File: src/rtl/otter_fetch_unit.sv
`default_nettype none
// ============================================================================
//  Module   : otter_fetch_unit
//  Purpose  : Instruction fetch front end. Issues one-cycle-latency reads to
//             instruction memory under a credit rule and buffers returned
//             words in a circular queue that feeds decode. Redirects flush
//             the queue and squash any read already in flight.
//  Revision : 1.0 - initial release
// ============================================================================
module otter_fetch_unit #(
   parameter logic [31:0] RESET_PC = 32'h0000_0000,
   parameter int          DEPTH    = 4
) (
   input  logic        CLK,
   input  logic        RST,
   input  logic        REDIRECT,
   input  logic [31:0] REDIRECT_PC,
   output logic [31:0] IMEM_ADDR,
   output logic        IMEM_RD,
   input  logic [31:0] IMEM_DOUT,
   output logic        DE_VALID,
   input  logic        DE_READY,
   output logic [31:0] DE_IR,
   output logic [31:0] DE_PC
);

   // Pointer width; count needs one extra bit to represent a full queue.
   localparam int c_ptr_w = $clog2(DEPTH);
   localparam int c_cnt_w = c_ptr_w + 1;

   localparam logic [c_ptr_w-1:0] c_ptr_one = c_ptr_w'(1);
   localparam logic [c_cnt_w-1:0] c_cnt_one = c_cnt_w'(1);
   localparam logic [c_cnt_w-1:0] c_depth   = c_cnt_w'(DEPTH);

   logic [31:0]        r_fpc;
   logic               r_infl;
   logic [31:0]        r_tag;
   logic               r_sq;
   logic [c_ptr_w-1:0] r_rd_ptr;
   logic [c_ptr_w-1:0] r_wr_ptr;
   logic [c_cnt_w-1:0] r_count;
   logic [31:0]        r_q_ir [DEPTH];
   logic [31:0]        r_q_pc [DEPTH];

   logic               w_pop;
   logic               w_push;
   logic               w_issue;
   logic [c_cnt_w-1:0] w_credit;
   logic               w_unused;

   // The low two address bits of a redirect target are always forced to zero.
   assign w_unused = ^REDIRECT_PC[1:0];

   // Decode handshake: the head is offered unless a flush or reset is underway.
   assign DE_VALID = (r_count != '0) && !REDIRECT && !RST;
   assign DE_IR    = r_q_ir[r_rd_ptr];
   assign DE_PC    = r_q_pc[r_rd_ptr];
   assign w_pop    = DE_VALID && DE_READY;

   // Entries already owed to the queue: stored words plus the read in flight,
   // less the one leaving this cycle. A pop implies count>=1, so no underflow.
   assign w_credit = r_count + c_cnt_w'(r_infl) - c_cnt_w'(w_pop);
   assign w_issue  = !RST && !REDIRECT && (w_credit < c_depth);

   assign IMEM_RD   = w_issue;
   assign IMEM_ADDR = RST ? RESET_PC : r_fpc;

   // A returning word is kept only if its stream has not been flushed.
   assign w_push = r_infl && !r_sq && !REDIRECT && !RST;

   // Control state: fetch PC, in-flight tracking, squash flag and queue pointers.
   always_ff @(posedge CLK) begin
      if (RST) begin
         r_fpc    <= RESET_PC;
         r_infl   <= 1'b0;
         r_tag    <= RESET_PC;
         r_sq     <= 1'b0;
         r_rd_ptr <= '0;
         r_wr_ptr <= '0;
         r_count  <= '0;
      end else if (REDIRECT) begin
         r_fpc    <= {REDIRECT_PC[31:2], 2'b00};
         r_sq     <= r_infl;
         r_infl   <= 1'b0;
         r_rd_ptr <= '0;
         r_wr_ptr <= '0;
         r_count  <= '0;
      end else begin
         r_sq <= 1'b0;
         if (w_issue) begin
            r_fpc  <= r_fpc + 32'd4;
            r_infl <= 1'b1;
            r_tag  <= r_fpc;
         end else begin
            r_infl <= 1'b0;
         end
         if (w_push) begin
            r_wr_ptr <= r_wr_ptr + c_ptr_one;
         end
         if (w_pop) begin
            r_rd_ptr <= r_rd_ptr + c_ptr_one;
         end
         if (w_push && !w_pop) begin
            r_count <= r_count + c_cnt_one;
         end else if (!w_push && w_pop) begin
            r_count <= r_count - c_cnt_one;
         end
      end
   end

   // Queue storage: capture the returned word together with its fetch address.
   always_ff @(posedge CLK) begin
      if (w_push) begin
         r_q_ir[r_wr_ptr] <= IMEM_DOUT;
         r_q_pc[r_wr_ptr] <= r_tag;
      end
   end

endmodule
`default_nettype wire

File: config.mk
export PLATFORM = sky130hd
export DESIGN_NAME = otter_fetch_unit
export DESIGN_NICKNAME = d
export VERILOG_FILES = /design/src/rtl/otter_fetch_unit.sv
export SDC_FILE = /design/constraint.sdc
export NUM_CORES = 1
export LEC_CHECK = 0
export ABC_AREA = 1
export BUFFER_PORTS_ARGS = -buffer_cell sky130_fd_sc_hd__buf_4
export CORE_MARGIN = 2
export CORE_UTILIZATION = 56
export CTS_BUF_LIST = sky130_fd_sc_hd__clkbuf_4 sky130_fd_sc_hd__clkbuf_8 sky130_fd_sc_hd__clkbuf_16
export DETAILED_ROUTE_END_ITERATION = 16
export PLACE_DENSITY = 0.78
export SYNTH_ARGS = -nofsm -noshare
export SYNTH_HDL_FRONTEND = slang
export SYNTH_SLANG_ARGS = --single-unit
File: constraint.sdc
create_clock -name CLK -period 5.6 [get_ports CLK]
set_input_delay 1.12 -clock CLK [delete_from_list [all_inputs] [get_ports CLK]]
set_output_delay 1.12 -clock CLK [all_outputs]
set_load 0.02 [all_outputs]
==> impl_metrics.env, run 1 <==
export IMPL_dpl_hpwl_um=17400
export IMPL_grt_pass1_wl_um=43900
export IMPL_grt_max_degree=125
export IMPL_core_region_area_mm2=0.0228
export IMPL_viasPerCell=5.42
export IMPL_ys_flop_type="edfxtp_1"
export IMPL_drv_slew=0
export IMPL_place_gp_congestion=0.890
export IMPL_cts_setup_buffers=0
export IMPL_slowest_stage="inv_2"
export IMPL_hold_viol=0
export IMPL_yosysUniqueCellTypes=31
export IMPL_cts_resized_gates=0
export IMPL_rows=55
export IMPL_tns_ps=0
export IMPL_timing_rr_start="r_count[1]"
export IMPL_root_buffer="clkbuf_16"
export IMPL_die_area_mm2=0.0246
export IMPL_fill_cells=1700
export IMPL_cts_tree="done"
export IMPL_rsz0062_at_grt="false"
export IMPL_cts_clk_slew_worst_paths_ps=60
export IMPL_hold_depth=1
export IMPL_fin_skew_ps=12.5
export IMPL_cts_buffers=30
export IMPL_status="completed"
export IMPL_fin_ws_ps=1010
export IMPL_place_ws_ps=990
export IMPL_vias=9245
export IMPL_rrSetupSlack_ps=2660
export IMPL_crit_chain="buf_4, inv_2, nand2_4, nor2_1, nand2_1, inv_2, ha_1, inv_1, ha_1, nand3_1, nand2_1, nand2_2, nand2_2, nor2_8, buf_4"
export IMPL_yosys_area_top_type_share=0.569
export IMPL_antenna_found_initial=0
export IMPL_cts_hold_repair_buffers=0
export IMPL_yosysWarnings=0
export IMPL_wl_per_cell_um=16.8
export IMPL_port_buffers=159
export IMPL_p_per_area_mw_per_mm2=315
export IMPL_yosys_area_top_type="edfxtp_1"
export IMPL_timing_rr_end="r_fpc[16]"
export IMPL_io_pins=166
export IMPL_worstPathRequired_ps=4480
export IMPL_die_w_um=157
export IMPL_r2r_cells=19
export IMPL_critPathMaxStageDelay_ps=430
export IMPL_startpoint_type="input port"
export IMPL_multiInputGateArea_mm2=0.00363
export IMPL_post_route_period_util=0.820
export IMPL_htree_levels=1
export IMPL_crit_type="in -> out"
export IMPL_switching_share=0.208
export IMPL_ff_latch_area_mm2=0.00887
export IMPL_grt_pass1_vias=8685
export IMPL_drc=0
export IMPL_ys_seq_area_frac=0.678
export IMPL_clockBufferDepth=3
export IMPL_antennaDiodeCount=0
export IMPL_setup_worst_path_start="REDIRECT"
export IMPL_insertion_delay_ps=540
export IMPL_fmax_ghz=0.218
export IMPL_min_from="r_rd_ptr[0]"
export IMPL_wl_um=28600
export IMPL_synth_edff_count=248
export IMPL_ys_ff_latch=319
export IMPL_worst_path_max_fanout=32
export IMPL_clock_sinks=319
export IMPL_finalSetupViolCount=0
export IMPL_fin_crit_ps=4590
export IMPL_maxCapViolCount=0
export IMPL_crit_arrival_ps=3470
export IMPL_drive_gt1_frac=0.178
export IMPL_netlist_area_mm2=0.0131
export IMPL_combPwrFrac=0.051
export IMPL_synth_avg_cell_area_um2=10.6
export IMPL_dr_pass1_iters=5
export IMPL_grt_use_total=0.227
export IMPL_hold_path_end="r_rd_ptr[0]"
export IMPL_worst_slew_pin_slew_ps=1230
export IMPL_fp_dieH_um=157
export IMPL_synth_area_leaders="edfxtp_1 (57%), dfxtp_1 (11%), o21ai_0 (6.2%)"
export IMPL_ir_drop_mv=0.229
export IMPL_clockPowerShare=0.409
export IMPL_ant_nets=0
export IMPL_hold_path_class="reg -> reg"
export IMPL_end_kind="primary output"
export IMPL_grt_ovfl_total=0
export IMPL_initial_core_util=0.574
export IMPL_syn_inst=1230
export IMPL_syn_to_final_growth_pct=18.6
export IMPL_fin_nets=1445
export IMPL_slew_headroom=0.183
export IMPL_async_flop_share=0
export IMPL_leakagePower_uw=0.00587
export IMPL_drtIter0Drc=828
export IMPL_intPower_uw=3870
export IMPL_seq_power_share=0.540
export IMPL_switchingPower_uw=1010
==> worst max-delay path, delay by kind of cell <==
kind / cells / cell delay, ps
simple gates: 8 / 1010
fa+ha+maj: 2 / 400
buf+inv: 5 / 930
==> cell usage after synthesis (2+ instances only) <==
cell,instances
buf_2,13
a21boi_1,2
nand3_1,62
inv_1,77
nor2_1,208
a21oi_1,60
ha_1,8
nand2_1,160
and2_1,2
dfxtp_1,71
xor2_1,5
buf_1,5
o22ai_1,62
clkbuf_1,42
inv_2,6
buf_4,8
edfxtp_1,248
nand2_2,5
o21ai_1,8
o21ai_0,162
nor2_2,4
nor2_4,3
==> power groups by stage <==
stage / clock, uW / sequential (uW) / combinational, uW
5_1_grt: 2110 / 2640 / 276
2_1_floorplan: 0 / 2670 / 148
3_5_place_dp: 0 / 2690 / 250
6_report: 2000 / 2640 / 251
3_3_place_gp: 0 / 2680 / 244
4_1_cts: 2020 / 2640 / 252
==> metal layers <==
layer / vias to the layer above / share of wire / wire, um / GRT usage
met2: 350 / 0.49 / 13900 / 0.388
met1: 4315 / 0.42 / 11900 / 0.302
met4: 0 / 0.016 / 450 / 0.0599
li1: 4542 / - / - / -
met3: 38 / 0.081 / 2310 / 0.0396
met5: - / 0 / 0 / 0
==> stage by stage <==
step                utilization  hold slack (ps)  cell area [um2]  std cells  power, uW
global route              0.681              492            15500       1705       5030
CTS                       0.681              475            15500       1705       4910
detailed placement        0.638              457            14500       1649       2940
floorplan                     -              431            13100       1233       2820
finish                    0.681              474            15500       1705       4880
global placement          0.638              452            14500       1649       2930
==> how the worst max path moves through the flow <==
stage                              end
after floorplan           r_q_ir[0][0]
after global placement         IMEM_RD
after detailed placement       IMEM_RD
after CTS                      IMEM_RD
after global routing           IMEM_RD
final                          IMEM_RD
==> cells in the final DEF (no fill, tap or decap), types with 8 or more instances in the layout <==
| cell type | count |
|---|---|
| buf_4 | 170 |
| clkinv_1 | 9 |
| a21oi_1 | 60 |
| o22ai_1 | 62 |
| inv_1 | 76 |
| ha_1 | 8 |
| nand2_1 | 160 |
| o21ai_1 | 8 |
| edfxtp_1 | 248 |
| o21ai_0 | 162 |
| nor2_1 | 204 |
| clkbuf_16 | 31 |
| nand3_1 | 62 |
| dfxtp_1 | 69 |
==> area by class of cell <==
cell class                 instances  area share
clock buffer                      38      0.0534
multi-input combinational        762       0.234
sequential                       319       0.572
clock inverter                    18      0.0102
tap                              313      0.0252
inverter                          83      0.0202
timing repair buffer             172      0.0849
==> flip-flops by register name (all words and copies together), names as in the netlist, named ones only <==
| register | flops |
|---|---|
| r_count | 3 |
| r_fpc | 30 |
| r_infl | 1 |
| r_q_ir | 128 |
| r_q_pc | 120 |
| r_rd_ptr | 2 |
| r_sq | 1 |
| r_tag | 30 |
| r_wr_ptr | 2 |
==> logic make-up after synthesis <==
| group | share of synthesized area |
|---|---|
| DFF | 0.678 |
| adders and majority gates | 0.00918 |
| and+or+nand+nor | 0.142 |
| xor gates and xnor gates | 0.00402 |
| buffers and inverters | 0.0477 |
| other | 0.000287 |
| AOI/OAI and AO/OA | 0.119 |
Note: power is estimated with default switching activity, not from simulation.
==> run 2: changes to the inputs <==
==> constraint.sdc (replaced) <==
create_clock -name CLK -period 4.4 [get_ports CLK]
set_input_delay 0.88 -clock CLK [delete_from_list [all_inputs] [get_ports CLK]]
set_output_delay 0.88 -clock CLK [all_outputs]
set_load 0.02 [all_outputs]
==> impl_metrics.env, run 2 (synthesis results as in run 1) <==
export IMPL_cts_buffers=31
export IMPL_htree_levels=1
export IMPL_tns_ps=0
export IMPL_grt_pass1_vias=8890
export IMPL_cts_setup_buffers=0
export IMPL_worst_slew_pin_slew_ps=1200
export IMPL_fill_cells=1647
export IMPL_antennaDiodeCount=0
export IMPL_die_area_mm2=0.0246
export IMPL_hold_viol=0
export IMPL_wl_um=29100
export IMPL_syn_to_final_growth_pct=19.0
export IMPL_maxCapViolCount=0
export IMPL_rows=55
export IMPL_wl_per_cell_um=17.0
export IMPL_end_kind="primary output"
export IMPL_p_per_area_mw_per_mm2=401
export IMPL_viasPerCell=5.52
export IMPL_clockBufferDepth=3
export IMPL_cts_resized_gates=0
export IMPL_worst_path_max_fanout=32
export IMPL_grt_use_total=0.234
export IMPL_root_buffer="clkbuf_16"
export IMPL_grt_ovfl_total=0
export IMPL_crit_type="in -> out"
export IMPL_layout_common_cells="edfxtp_1 (248), nor2_1 (204), buf_4 (173)"
export IMPL_fin_ws_ps=726
export IMPL_multiInputGateArea_mm2=0.00363
export IMPL_finalSetupViolCount=0
export IMPL_fin_crit_ps=3670
export IMPL_vias=9432
export IMPL_grt_max_degree=125
export IMPL_dpl_hpwl_um=17600
export IMPL_hold_path_class="reg -> reg"
export IMPL_ff_latch_area_mm2=0.00887
export IMPL_drtIter0Drc=893
export IMPL_top_register="r_q_ir"
export IMPL_largest_registers="r_q_ir x128, r_q_pc x120"
export IMPL_cts_clk_slew_worst_paths_ps=60
export IMPL_cts_tree="done"
export IMPL_fin_skew_ps=21.7
export IMPL_place_ws_ps=682
export IMPL_die_w_um=157
export IMPL_status="completed"
export IMPL_place_gp_congestion=0.878
export IMPL_core_region_area_mm2=0.0228
export IMPL_finalPower_uw=6240
export IMPL_critPathMaxStageDelay_ps=260
export IMPL_drive_gt1_frac=0.185
export IMPL_fin_nets=1450
export IMPL_clock_sinks=319
export IMPL_worstPathRequired_ps=3520
export IMPL_fp_dieH_um=157
export IMPL_startpoint_type="input port"
export IMPL_slew_headroom=0.197
export IMPL_grt_pass1_wl_um=45300
export IMPL_drc=0
export IMPL_ant_nets=0
export IMPL_drv_slew=0
export IMPL_largest_reg_flops=128
export IMPL_initial_core_util=0.574
export IMPL_io_pins=166
export IMPL_hold_depth=2
export IMPL_slowest_stage="ha_1"
export IMPL_dr_pass1_iters=5
export IMPL_insertion_delay_ps=550
export IMPL_crit_arrival_ps=2790
export IMPL_leakagePower_uw=0.00590
export IMPL_cts_hold_repair_buffers=0
export IMPL_port_buffers=159
export IMPL_r2r_cells=17
export IMPL_ir_drop_mv=0.258
export IMPL_layout_commonest_cell="edfxtp_1"
export IMPL_antenna_found_initial=0
export IMPL_crit_chain="buf_4, inv_2, nand2_4, nor2_1, nand2_1, inv_2, ha_1, inv_1, ha_1, nand3_1, nand2_1, nand2_2, nand2_2, nor2_8, buf_4"
export IMPL_rsz0062_at_grt="false"
export IMPL_post_route_period_util=0.835
export IMPL_fmax_ghz=0.272
==> run 2: changes by cell type in the layout (fill, tap and decap cells not counted), sizes merged <==
cell      previous run  this run
clkinvlp             2         3
clkinv              14        10
bufinv               3         1
buf                172       176
inv                 82        84
clkbuf              38        42
==> run 2: final timing paths <==
| path | startpoint | endpoint | slack, ps |
|---|---|---|---|
| max | REDIRECT | IMEM_RD | 730 |
| min | r_rd_ptr[1] | flop | 460 |
| max reg2reg | r_count[1] | r_fpc[31] | 1390 |
| min reg2reg | r_rd_ptr[1] | flop | 460 |
==> run 2: critical path, delay by kind of cell <==
family / cells / cell delay, ps
AND/OR/NAND/NOR: 8 / 890
buffers and inverters: 5 / 620
adder cells (fa/ha/maj): 2 / 400
==> run 2: cell type report <==
| cell class | instances | share of cell area |
|---|---|---|
| clock inverters | 15 | 0.00723 |
| inverters | 83 | 0.0201 |
| multi-input cells | 762 | 0.233 |
| flip-flops and latches | 319 | 0.570 |
| clock buffers | 42 | 0.0571 |
| well taps | 313 | 0.0252 |
| repair buffers | 176 | 0.0873 |
==> run 2: through the flow <==
stage	std cells	hold slack, ps	util	area, um2
floorplan	1233	431	-	13100
global placement	1653	448	0.639	14600
detailed placement	1653	454	0.639	14600
CTS	1710	465	0.683	15600
global route	1710	496	0.683	15600
finish	1710	463	0.683	15600
==> run 2: routing by layer <==
layer | vias to the layer above | GRT usage | share of wire
li1 | 4549 | - | -
met1 | 4435 | 0.318 | 0.42
met2 | 396 | 0.391 | 0.48
met3 | 52 | 0.0354 | 0.082
met4 | 0 | 0.0730 | 0.023
met5 | - | 0 | 0
==> run 2: where the power goes <==
part,switching [uW],leakage (uW),internal (uW)
Combinational,200,0.00254,123
Sequential,53.2,0.00286,3300
Clock,1080,0.000497,1480
Total,1340,0.00590,4900
